==> src/rtl/mult_div_unit.sv <==
// Iterative signed multiply / divide engine: one bit per clock, sign-fixed result on hi_out/lo_out.
// mult_div_done pulses for one cycle once the registered results are valid.
module mult_div_unit #(
    parameter int WIDTH = 32
) (
    input  logic             CLK,
    input  logic             RST,
    input  logic             mult_start,
    input  logic             div_start,
    input  logic [WIDTH-1:0] SrcA,
    input  logic [WIDTH-1:0] SrcB,
    output logic [WIDTH-1:0] hi_out,
    output logic [WIDTH-1:0] lo_out,
    output logic             mult_div_done,
    output logic             busy
);
    localparam int CW = $clog2(WIDTH + 1);

    typedef enum logic [1:0] {IDLE, CALC, FIX, DONE} state_t;

    state_t            state;
    logic [CW-1:0]     count;
    logic              is_div, sa, sb;
    logic [WIDTH-1:0]  mag_a, mag_b;
    logic [WIDTH:0]    acc_hi;
    logic [WIDTH-1:0]  acc_lo;

    logic [CW-1:0]      count_next;
    logic [WIDTH:0]     mul_sum;
    logic [WIDTH:0]     div_shift;
    logic [WIDTH+1:0]   div_trial;
    logic               borrow;
    logic [2*WIDTH-1:0] prod, prod_fix;
    logic [WIDTH-1:0]   quot_fix, rem_fix, src_a;

    assign count_next = count - 1'b1;

    // Multiply: acc_lo starts as |B| and is shifted out as the multiplier bits are consumed.
    assign mul_sum = {1'b0, acc_hi[WIDTH-1:0]} + (acc_lo[0] ? {1'b0, mag_a} : '0);

    // Divide: acc_lo starts as |A|, shifts dividend bits into the remainder and quotient bits in.
    assign div_shift = {acc_hi[WIDTH-1:0], acc_lo[WIDTH-1]};
    assign div_trial = {1'b0, div_shift} - {2'b00, mag_b};
    assign borrow    = div_trial[WIDTH+1];

    assign prod     = {acc_hi[WIDTH-1:0], acc_lo};
    assign prod_fix = (sa ^ sb) ? -prod : prod;
    assign quot_fix = (sa ^ sb) ? -acc_lo : acc_lo;
    assign rem_fix  = sa ? -acc_hi[WIDTH-1:0] : acc_hi[WIDTH-1:0];
    assign src_a    = sa ? -mag_a : mag_a;

    always_ff @(posedge CLK) begin
        if (RST) begin
            state         <= IDLE;
            count         <= '0;
            is_div        <= 1'b0;
            sa            <= 1'b0;
            sb            <= 1'b0;
            mag_a         <= '0;
            mag_b         <= '0;
            acc_hi        <= '0;
            acc_lo        <= '0;
            hi_out        <= '0;
            lo_out        <= '0;
            mult_div_done <= 1'b0;
            busy          <= 1'b0;
        end else begin
            case (state)
                IDLE: begin
                    if (mult_start || div_start) begin
                        is_div <= ~mult_start;
                        sa     <= SrcA[WIDTH-1];
                        sb     <= SrcB[WIDTH-1];
                        mag_a  <= SrcA[WIDTH-1] ? -SrcA : SrcA;
                        mag_b  <= SrcB[WIDTH-1] ? -SrcB : SrcB;
                        acc_hi <= '0;
                        acc_lo <= mult_start ? (SrcB[WIDTH-1] ? -SrcB : SrcB)
                                             : (SrcA[WIDTH-1] ? -SrcA : SrcA);
                        count  <= CW'(WIDTH);
                        busy   <= 1'b1;
                        state  <= CALC;
                    end
                end
                CALC: begin
                    if (is_div) begin
                        acc_hi <= borrow ? div_shift : div_trial[WIDTH:0];
                        acc_lo <= {acc_lo[WIDTH-2:0], ~borrow};
                    end else begin
                        acc_hi <= {1'b0, mul_sum[WIDTH:1]};
                        acc_lo <= {mul_sum[0], acc_lo[WIDTH-1:1]};
                    end
                    count <= count_next;
                    if (count_next == '0) state <= FIX;
                end
                FIX: begin
                    if (!is_div) begin
                        hi_out <= prod_fix[2*WIDTH-1:WIDTH];
                        lo_out <= prod_fix[WIDTH-1:0];
                    end else if (mag_b == '0) begin
                        hi_out <= src_a;
                        lo_out <= '1;
                    end else begin
                        hi_out <= rem_fix;
                        lo_out <= quot_fix;
                    end
                    mult_div_done <= 1'b1;
                    state         <= DONE;
                end
                DONE: begin
                    mult_div_done <= 1'b0;
                    busy          <= 1'b0;
                    state         <= IDLE;
                end
                default: state <= IDLE;
            endcase
        end
    end
endmodule

==> config.mk <==
export PLATFORM = sky130hd
export DESIGN_NAME = mult_div_unit
export DESIGN_NICKNAME = d
export VERILOG_FILES = /design/src/rtl/mult_div_unit.sv
export SDC_FILE = /design/constraint.sdc
export NUM_CORES = 1
export LEC_CHECK = 0
export ABC_CLOCK_PERIOD_IN_PS = 4250
export BUFFER_PORTS_ARGS = -buffer_cell sky130_fd_sc_hd__buf_4
export CORE_AREA = 2 2 248 128
export DETAILED_ROUTE_END_ITERATION = 6
export DIE_AREA = 0 0 250 130
export GPL_TIMING_DRIVEN = 0
export PLACE_DENSITY = 0.79
export SLEW_MARGIN = 20
export SYNTH_ARGS = -nofsm -noshare
export SYNTH_HDL_FRONTEND = slang
export SYNTH_SLANG_ARGS = --single-unit
==> constraint.sdc <==
create_clock -name CLK -period 4.25 [get_ports CLK]
set_input_delay 0 -clock CLK [delete_from_list [all_inputs] [get_ports CLK]]
set_output_delay 0 -clock CLK [all_outputs]
set_load 0.05 [all_outputs]
## Word level (Yosys, flattened, before mapping)

Index checks and enable logic that the tools add are counted.

| cells by class | value |
|---|---|
| div/mod/pow operators | 0 |
| muxes and demuxes | 27 |
| bitwise logic cells | 3 |
| $lt $le $gt $ge | 0 |
| shift operators | 0 |
| reduce and logical (&&, ||, !) cells | 11 |
| $mul | 0 |
| add/sub/neg operators | 9 |
| equality and inequality tests | 5 |

Operators with widths:

| operator | count |
|---|---|
| 32-bit 2-to-1 mux | 16 |
| 32-bit negation | 5 |
| 32-bit one-hot mux with 2 select lines | 2 |
| 64-bit 2-to-1 mux | 1 |
| 64-bit negation | 1 |
| 33-bit by 32-bit subtractor with 34-bit output | 1 |
| 32-bit by 32-bit adder with 33-bit output | 1 |
| 32-bit zero test | 1 |
| 6-bit one-hot mux with 2 select lines | 1 |
| 2-bit one-hot mux with 4 select lines | 1 |
| 2-bit AND reduction | 4 |
| 6-bit zero test | 1 |
| 6-bit 2-to-1 mux | 1 |
| 2-bit nonzero test | 3 |
| 6-bit by 1-bit subtractor with 6-bit output (second input constant) | 1 |
| 2-bit equality test (second input constant) | 2 |
| 2-bit 2-to-1 mux | 2 |
| 2-bit != test (second input constant) | 2 |
| 1-bit one-hot mux with 2 select lines | 2 |
| 2-bit by 1-bit equality test with 1-bit output (second input constant) | 1 |
| 2-bit zero test | 1 |
| 1-bit inverter | 2 |
| 1-bit logical OR | 1 |
| 1-bit 2-to-1 mux | 1 |
| 1-bit XOR | 1 |

| word-level totals | value |
|---|---|
| logic and storage cells | 68 |
| memories | 0 |
| bits in read-only memories | 0 |
| output and inout port bits | 66 |
| memory bits (writable) | 0 |
| register bits | 205 |
| bits in latches | 0 |

## Logic depth before layout (Yosys ltp)

Gate-level depths: netlist of the first run.

| logic depth | value |
|---|---|
| depth in word-level cells | 5 |
| gate-level depth with buffers | 14 |
| mapped depth without buffers | 14 |

## Worst setup path before layout of the first run

No wires, ideal clock.

| path | value |
|---|---|
| kind | flip-flop to flip-flop |
| from | reg mag_b[20] |
| to | reg acc_hi[16] |
| data required time | 4.133 ns |
| data arrival time | 3.036 ns |
| path buffers | 3 |
| cell stages (with the launch flop) | 14 |
| path slack | 1.096 ns |
| library setup time | 0.117 ns |
| path through | dfxtp_1 > inv_1 > ha_1 > clkbuf_1 > a21oi_1 > o21ai_0 > and2_1 > a311oi_1 > a211oi_1 > a21oi_1 > clkbuf_1 > clkbuf_1 > o211ai_1 > a32o_1 |

| between the ends | value |
|---|---|
| word-level cells in the longest chain between the ends | 4 |

Ends and longest elaborated chain:

| item | RTL line | RTL |
|---|---|---|
| start, declared | 24 | `logic [WIDTH-1:0] mag_a, mag_b;` |
| start signal, assigned | 75 | `mag_b <= SrcB[WIDTH-1] ? -SrcB : SrcB;` |
| 33-bit by 32-bit subtractor with 34-bit output | 43 | `assign div_trial = {1'b0, div_shift} - {2'b00, mag_b};` |
| 32-bit 2-to-1 mux | 86 | `acc_hi <= borrow ? div_shift : div_trial[WIDTH:0];` |
| 32-bit 2-to-1 mux | 85 | `if (is_div) begin` |
| 32-bit one-hot mux with 2 select lines | 68 | `case (state)` |
| end signal, assigned | 86 |  |
| end signal, assigned | 89 | `acc_hi <= {1'b0, mul_sum[WIDTH:1]};` |
| end, declared | 25 | `logic [WIDTH:0] acc_hi;` |

Every way passes these cells.
A chain may end at the register's enable or synchronous reset.

## Worst setup path in the final report of the first run

| path | value |
|---|---|
| from | reg acc_hi[9] |
| to | reg acc_hi[6] |

| between the ends | value |
|---|---|
| word-level cells in the longest chain between the ends | 4 |

Ends and longest elaborated chain:

| item | RTL line |
|---|---|
| 33-bit by 32-bit subtractor with 34-bit output | 43 |
| 32-bit 2-to-1 mux | 86 |
| 32-bit 2-to-1 mux | 85 |
| 32-bit one-hot mux with 2 select lines | 68 |

Every way passes these cells.

==> impl_metrics.py, run 1 <==
metrics = {
    "global_routing": {
        "grt.overflow.total": 0,
        "antenna_found_initial": 3,
        "grt_pass1_wl_um": 111000,
        "grt_start_max_net_pins": 15,
        "grt_usage_pct": 45.7,
        "first_global_vias": 17000,
    },
    "flow_run": {
        "drv.max_cap_violation_count": 0,
    },
    "route": {
        "drt-wirelength-per-cell_um": 27.0,
        "total_routed_length_um": 77200,
        "drt.antenna.violating_nets": 0,
        "num_vias": 19400,
        "vias_per_cell": 6.80,
        "route.detailed.drc": 16,
        "drt_iter0_markers": 3495,
        "drt-pass1-iter-count": 7,
    },
    "floorplanning": {
        "die_width_um": 250,
        "floorplan.rows": 46,
        "core_sq_mm": 0.0307,
        "die_h_um": 130,
        "die_area_sq_mm": 0.0325,
        "total_i_o_pin_count": 134,
        "initial_core_util_pct": 53.5,
    },
    "worst_setup_path": {
        "cp_max_stage_cell": "dfxtp_1",
        "setup.worst_path.start_class": "register",
        "critPathArrivalTime_ns": 4.67,
        "buffer_and_inverter_count_on_the_worst_path": 2,
        "slowest_delay_ns": 0.88,
        "cp_max_fo": 10,
        "critPathKind": "register to register",
        "required_ns": 4.64,
        "crit_path_end_kind": "register",
        "critical-path-top-delay-family": "compound AO/OA/AOI/OAI gates",
        "worst_path_cell_chain": "ha_1 -> a21oi_1 -> o21ai_0 -> nor4_1 -> a211oi_2 -> a21oi_1 -> clkbuf_2 -> clkbuf_2 -> o211ai_1 -> a32o_1",
    },
    "clocking": {
        "clkSlewWorstSetupHoldPaths_ns": 0.07,
        "cts_setup_buffers": 0,
        "cts.path.max_buffers": 3,
        "htree_num_levels": 1,
        "tritoncts": "done",
        "cts_made_buffers": 21,
        "clock-sinks": 205,
        "clock_latency_reported_for_the_late_side_of_the_worst_skew_pair_ns": 0.53,
        "clockRootBuffer": "clkbuf_16",
    },
    "synthesis": {
        "yosys_register_bits": 205,
        "synth-async-reset-ratio_pct": 0,
        "synth_xor_xnor_area_share_pct": 12.5,
        "postSynth.topFlopCell": "dfxtp_1",
        "synth_top_family_by_area": "compound AO/OA/AOI/OAI gates",
        "simple_logic_cell_fraction_of_the_synthesized_area_pct": 21.8,
        "syn_nets": 2375,
        "synth_compound_area_share_pct": 26.5,
        "syn_inst": 2229,
        "seq_total_area_yosys_pct": 24.9,
        "synth_fa_ha_area_share_pct": 6.02,
        "synth_edf_count": 0,
        "yosysWarningCount": 0,
        "synth.avg_cell_area_sq_um": 7.38,
        "yosys.cell_types.count": 68,
        "post_synth_design_cell_area_sq_mm": 0.0165,
        "synthMuxAreaShare_pct": 3.06,
    },
    "power": {
        "switching_power_mw": 7.11,
        "leakage_nw": 7.56,
        "power.clock.fraction_pct": 15.5,
        "pwr-share-seq_pct": 25.3,
        "internal_power_contribution_mw": 6.22,
        "p_total_mw": 13.3,
        "share_comb_of_total_power_pct": 59.3,
        "p_sw_share_pct": 53.3,
        "p_per_area_mw_per_mm2": 694,
        "ir_worst_vdd_v": 0.000419,
    },
    "layout": {
        "area_growth_syn_to_layout_pct": 16.7,
        "highest_count_cells_in_the_layout_ignoring_fill_and_taps": "nor2_1, nand2_1, dfxtp_1",
        "num-nets-final": 2577,
        "final-instance-count-excl-fill": 2855,
        "final_layout_size_suffix_gt1_share_pct": 8.63,
        "layout_commonest_cell": "nor2_1",
    },
    "placement": {
        "detailed_place_hpwl_um": 61000,
        "dp_cells": 2769,
        "dpl_worst_slack_ns": -0.204,
        "io_buffers": 132,
        "placer_congestion": 1.07,
    },
    "outcome": {
        "status": "finished, violations left",
        "violations": "DRC, setup timing",
    },
    "sta": {
        "setup-tns-final_ns": -0.0353,
        "hold_violations": 0,
        "max_freq_ghz": 0.233,
        "timing.final.setup_violations": 1,
        "setup_ws_ns": -0.0353,
        "max_slew_headroom_pct": 17.6,
        "timing.final.max_slew_violations": 0,
        "unrepaired_setup_endpoints_after_global_routing": "true",
        "fin_crit_sh_pct": 101,
        "finClkSkew_ns": 0.0104,
        "worstMarginPinSlew_ns": 1.23,
        "period_minus_slack_ns": 4.29,
    },
    "hold_path": {
        "min-delay-path-class": "primary input to register",
    },
}
[final timing paths]
check,startpoint,endpoint,slack (ns),cells after the start
hold / removal,SrcB[27],mag_b[27],0.003,3
hold reg to reg,hi_out[4],hi_out[4],0.46,2
setup reg to reg,acc_hi[9],acc_hi[6],-0.04,10
setup / recovery,acc_hi[9],acc_hi[6],-0.04,10
[metal layers]
layer / wire length [um] / vias up / GRT usage [%]
li1: - / 8469 / -
met1: 32400 / 9187 / 64.7
met2: 27700 / 1563 / 59.7
met3: 14900 / 189 / 24.3
met4: 1970 / 8 / 9.55
met5: 132 / - / 2.14
[power by group through the flow]
stage	Sequential (mW)	Combinational, mW	Clock (mW)
6_report	3.37	7.90	2.06
5_1_grt	3.37	8.31	2.10
4_1_cts	3.26	7.46	2.03
3_5_place_dp	3.29	7.39	0
3_3_place_gp	3.27	7.26	0
2_1_floorplan	3.42	4.70	0
[through the flow]
stage | hold WS, ns | area [sq um] | util [%]
3_5_place_dp | 0.327 | 18000 | 58.5
4_1_cts | 0.00357 | 19200 | 62.4
6_report | 0.00336 | 19200 | 62.5
3_3_place_gp | 0.313 | 18000 | 58.4
5_1_grt | 0.0241 | 19200 | 62.5
2_1_floorplan | 0.136 | 16500 | -
[worst register-to-register path, cell delays in order (launching register included)]
cell and delay (ns):
dfxtp_1 0.88, ha_1 0.46, a21oi_1 0.28, o21ai_0 0.18, nor4_1 0.50, a211oi_2 0.26, a21oi_1 0.37, clkbuf_2 0.32
clkbuf_2 0.37, o211ai_1 0.15, a32o_1 0.38
[registers in the layout, indices dropped and copies added (netlist names), 2 cells and up]
signal	cells
count	6
mag_a	32
lo_out	32
acc_hi	32
acc_lo	32
hi_out	32
state	2
mag_b	32
[synth_stat cells, drive strengths merged, types with 15 or more instances]
master / instances / share of area [%]
a211oi: 90 / 4.1
nor4: 22 / 0.84
o21ai: 179 / 5.4
a22oi: 22 / 1.0
ha: 76 / 5.8
nor2: 256 / 5.8
nand2b: 30 / 1.1
xor2: 132 / 7.0
o211ai: 31 / 1.4
or4: 19 / 0.98
xnor2: 103 / 5.5
and2: 35 / 1.3
inv: 67 / 1.5
nand4: 15 / 0.57
mux2i: 29 / 1.8
a21o: 19 / 0.87
nand3: 30 / 0.91
o41ai: 23 / 1.2
nand2: 204 / 4.7
or3: 29 / 1.1
o31ai: 42 / 1.9
a21oi: 143 / 4.4
dfxtp: 205 / 25
a311oi: 16 / 0.85
mux2: 17 / 1.2
nor3: 68 / 2.1
a31oi: 18 / 0.68
buf: 15 / 0.35
clkbuf: 141 / 3.2
o22ai: 30 / 1.1
[timing repair]
action	in CTS	in global routing
pin swaps	0	0
hold buffers	47	0
hold endpoints to repair	50	0
resized for setup	5	9
setup endpoints to repair	19	43
[final cells by class]
| class | instances | area, sq um |
|---|---|---|
| fillers | 2783 | 11500 |
| multi-input cells | 1800 | 11500 |
| flip-flops and latches | 205 | 4110 |
| repair buffers | 179 | 1460 |
| clock buffers | 32 | 627 |
| plain buffers | 156 | 597 |
| well taps | 408 | 510 |
| inverters | 68 | 255 |
| clock inverters | 5 | 104 |
| diodes | 2 | 5.00 |
[logic make-up after synthesis]
family | count (synthesis)
flip-flops | 205
AND/OR/NAND/NOR | 760
multiplexers | 47
XOR/XNOR | 235
AO/OA/AOI/OAI | 680
buffers and inverters | 224
adder cells (fa/ha/maj) | 78
Note: power is estimated with default switching activity, not from simulation.
==> run 2: changes to the inputs <==
- GPL_TIMING_DRIVEN: 0 -> not set
==> impl_metrics.py, run 2 (synthesis results as in run 1) <==
metrics = {
    "placement": {
        "io_buffers": 133,
        "detailed_place_hpwl_um": 48700,
        "placer_congestion": 1.05,
    },
    "hold_path": {
        "min-delay-path-class": "primary input to register",
        "worstHoldStart": "SrcB[12]",
    },
    "layout": {
        "layout_commonest_cell": "nor2_1",
        "highest_count_cells_in_the_layout_ignoring_fill_and_taps": "nor2_1, nand2_1, dfxtp_1",
        "area_growth_syn_to_layout_pct": 16.0,
        "num-nets-final": 2480,
        "final_layout_size_suffix_gt1_share_pct": 11.4,
        "n_antenna_cell": 0,
    },
    "global_routing": {
        "grt_start_max_net_pins": 106,
        "grt_pass1_wl_um": 98000,
        "grt.overflow.total": 0,
        "grt_usage_pct": 39.0,
        "first_global_vias": 16100,
        "antenna_found_initial": 2,
    },
    "worst_setup_path": {
        "cp_max_fo": 15,
        "critPathArrivalTime_ns": 4.30,
        "rr_startpoint": "acc_lo[9]",
        "worstSetupStartpoint": "acc_lo[9]",
        "required_ns": 4.66,
        "critPathKind": "register to register",
        "crit_path_end_kind": "register",
        "setup.worst_path.start_class": "register",
    },
    "route": {
        "total_routed_length_um": 64500,
        "drt_iter0_markers": 2643,
        "drt-pass1-iter-count": 7,
        "num_vias": 18100,
        "drt.antenna.violating_nets": 0,
        "drt-wirelength-per-cell_um": 23.4,
        "vias_per_cell": 6.57,
        "route.detailed.drc": 18,
    },
    "clocking": {
        "cts_made_buffers": 21,
        "clock-sinks": 205,
        "cts.hold.buffers_added": 52,
        "clock_latency_reported_for_the_late_side_of_the_worst_skew_pair_ns": 0.54,
        "post_cts.resized_instances": 0,
        "tritoncts": "done",
        "htree_num_levels": 1,
        "cts_setup_buffers": 0,
        "cts.path.max_buffers": 3,
        "clockRootBuffer": "clkbuf_16",
        "clkSlewWorstSetupHoldPaths_ns": 0.07,
    },
    "power": {
        "power.clock.fraction_pct": 15.8,
        "ir_worst_vdd_v": 0.000587,
        "internal_power_contribution_mw": 6.20,
        "p_per_area_mw_per_mm2": 667,
        "pwr-share-seq_pct": 25.9,
        "p_sw_share_pct": 51.3,
        "share_comb_of_total_power_pct": 58.3,
        "leakage_nw": 7.65,
        "switching_power_mw": 6.54,
    },
    "floorplanning": {
        "initial_core_util_pct": 53.5,
        "total_i_o_pin_count": 134,
        "die_width_um": 250,
        "die_h_um": 130,
        "die_area_sq_mm": 0.0325,
        "core_sq_mm": 0.0307,
        "floorplan.rows": 46,
    },
    "sta": {
        "fin_crit_sh_pct": 91.4,
        "setup-tns-final_ns": 0,
        "max_slew_headroom_pct": 26.0,
        "hold_violations": 1,
        "timing.final.max_slew_violations": 0,
        "unrepaired_setup_endpoints_after_global_routing": "false",
        "timing.final.setup_violations": 0,
        "timing.hold.ws_ns": -0.00230,
        "finClkSkew_ns": 0.0230,
        "max_freq_ghz": 0.257,
        "period_minus_slack_ns": 3.89,
        "worstMarginPinSlew_ns": 1.11,
    },
    "outcome": {
        "status": "finished, violations left",
        "violations": "DRC, hold timing",
    },
    "flow_run": {
        "drv.max_cap_violation_count": 0,
    },
}
==> run 2: final timing paths <==
check / slack, ns / cells after the start / end
setup / recovery: 0.36 / 10 / hi_out[7]
hold / removal: -0.002 / 3 / mag_b[12]
setup reg to reg: 0.36 / 10 / hi_out[7]
hold reg to reg: 0.47 / 2 / hi_out[20]
==> run 2: area by class of cell <==
type / count / area, sq um
multi-input cells: 1800 / 11600
clock buffers: 26 / 584
repair buffers: 238 / 1940
clock inverters: 12 / 128
fillers: 2770 / 11600
flip-flops and latches: 205 / 4110
inverters: 68 / 255
well taps: 408 / 510
==> run 2: per-layer routing <==
metal | track usage, % | wire (um) | part of all wire (%) | vias to the layer above
met5 | 0 | 51 | 0.079 | -
met4 | 7.96 | 1430 | 2.2 | 4
met3 | 16.0 | 10600 | 16 | 122
met2 | 51.3 | 23600 | 37 | 1211
met1 | 58.2 | 28800 | 45 | 8510
li1 | - | - | - | 8257
==> run 2: through the flow <==
step                      power, mW  utilization (%)  setup slack [ns]  instance area (sq um)  std cells
final                          12.7             62.1             0.364                  19100       2757
after global routing           13.4             62.1             0.185                  19100       2757
after CTS                      12.4             62.1             0.410                  19100       2757
after detailed placement       10.4             58.1             0.475                  17900       2667
after global placement         10.2             58.1             0.567                  17800       2667
after floorplan                8.11                -              1.10                  16500       2229
==> run 2: critical path, cell delays in order, from the launching register on <==
cell	delay, ns
dfxtp_1	0.43
nor4_1	0.65
nor4b_1	0.53
buf_4	0.24
and4_1	0.38
nand2_1	0.48
o41ai_1	0.49
xor2_1	0.17
o21ai_0	0.14
mux2i_1	0.19
nor2_1	0.05
==> run 2: power groups by stage <==
stage	logic, mW	registers [mW]	clock network [mW]
2_1_floorplan	4.70	3.42	0
3_3_place_gp	6.96	3.25	0
3_5_place_dp	7.08	3.27	0
4_1_cts	7.16	3.24	1.99
5_1_grt	8.01	3.35	2.08
6_report	7.43	3.30	2.01
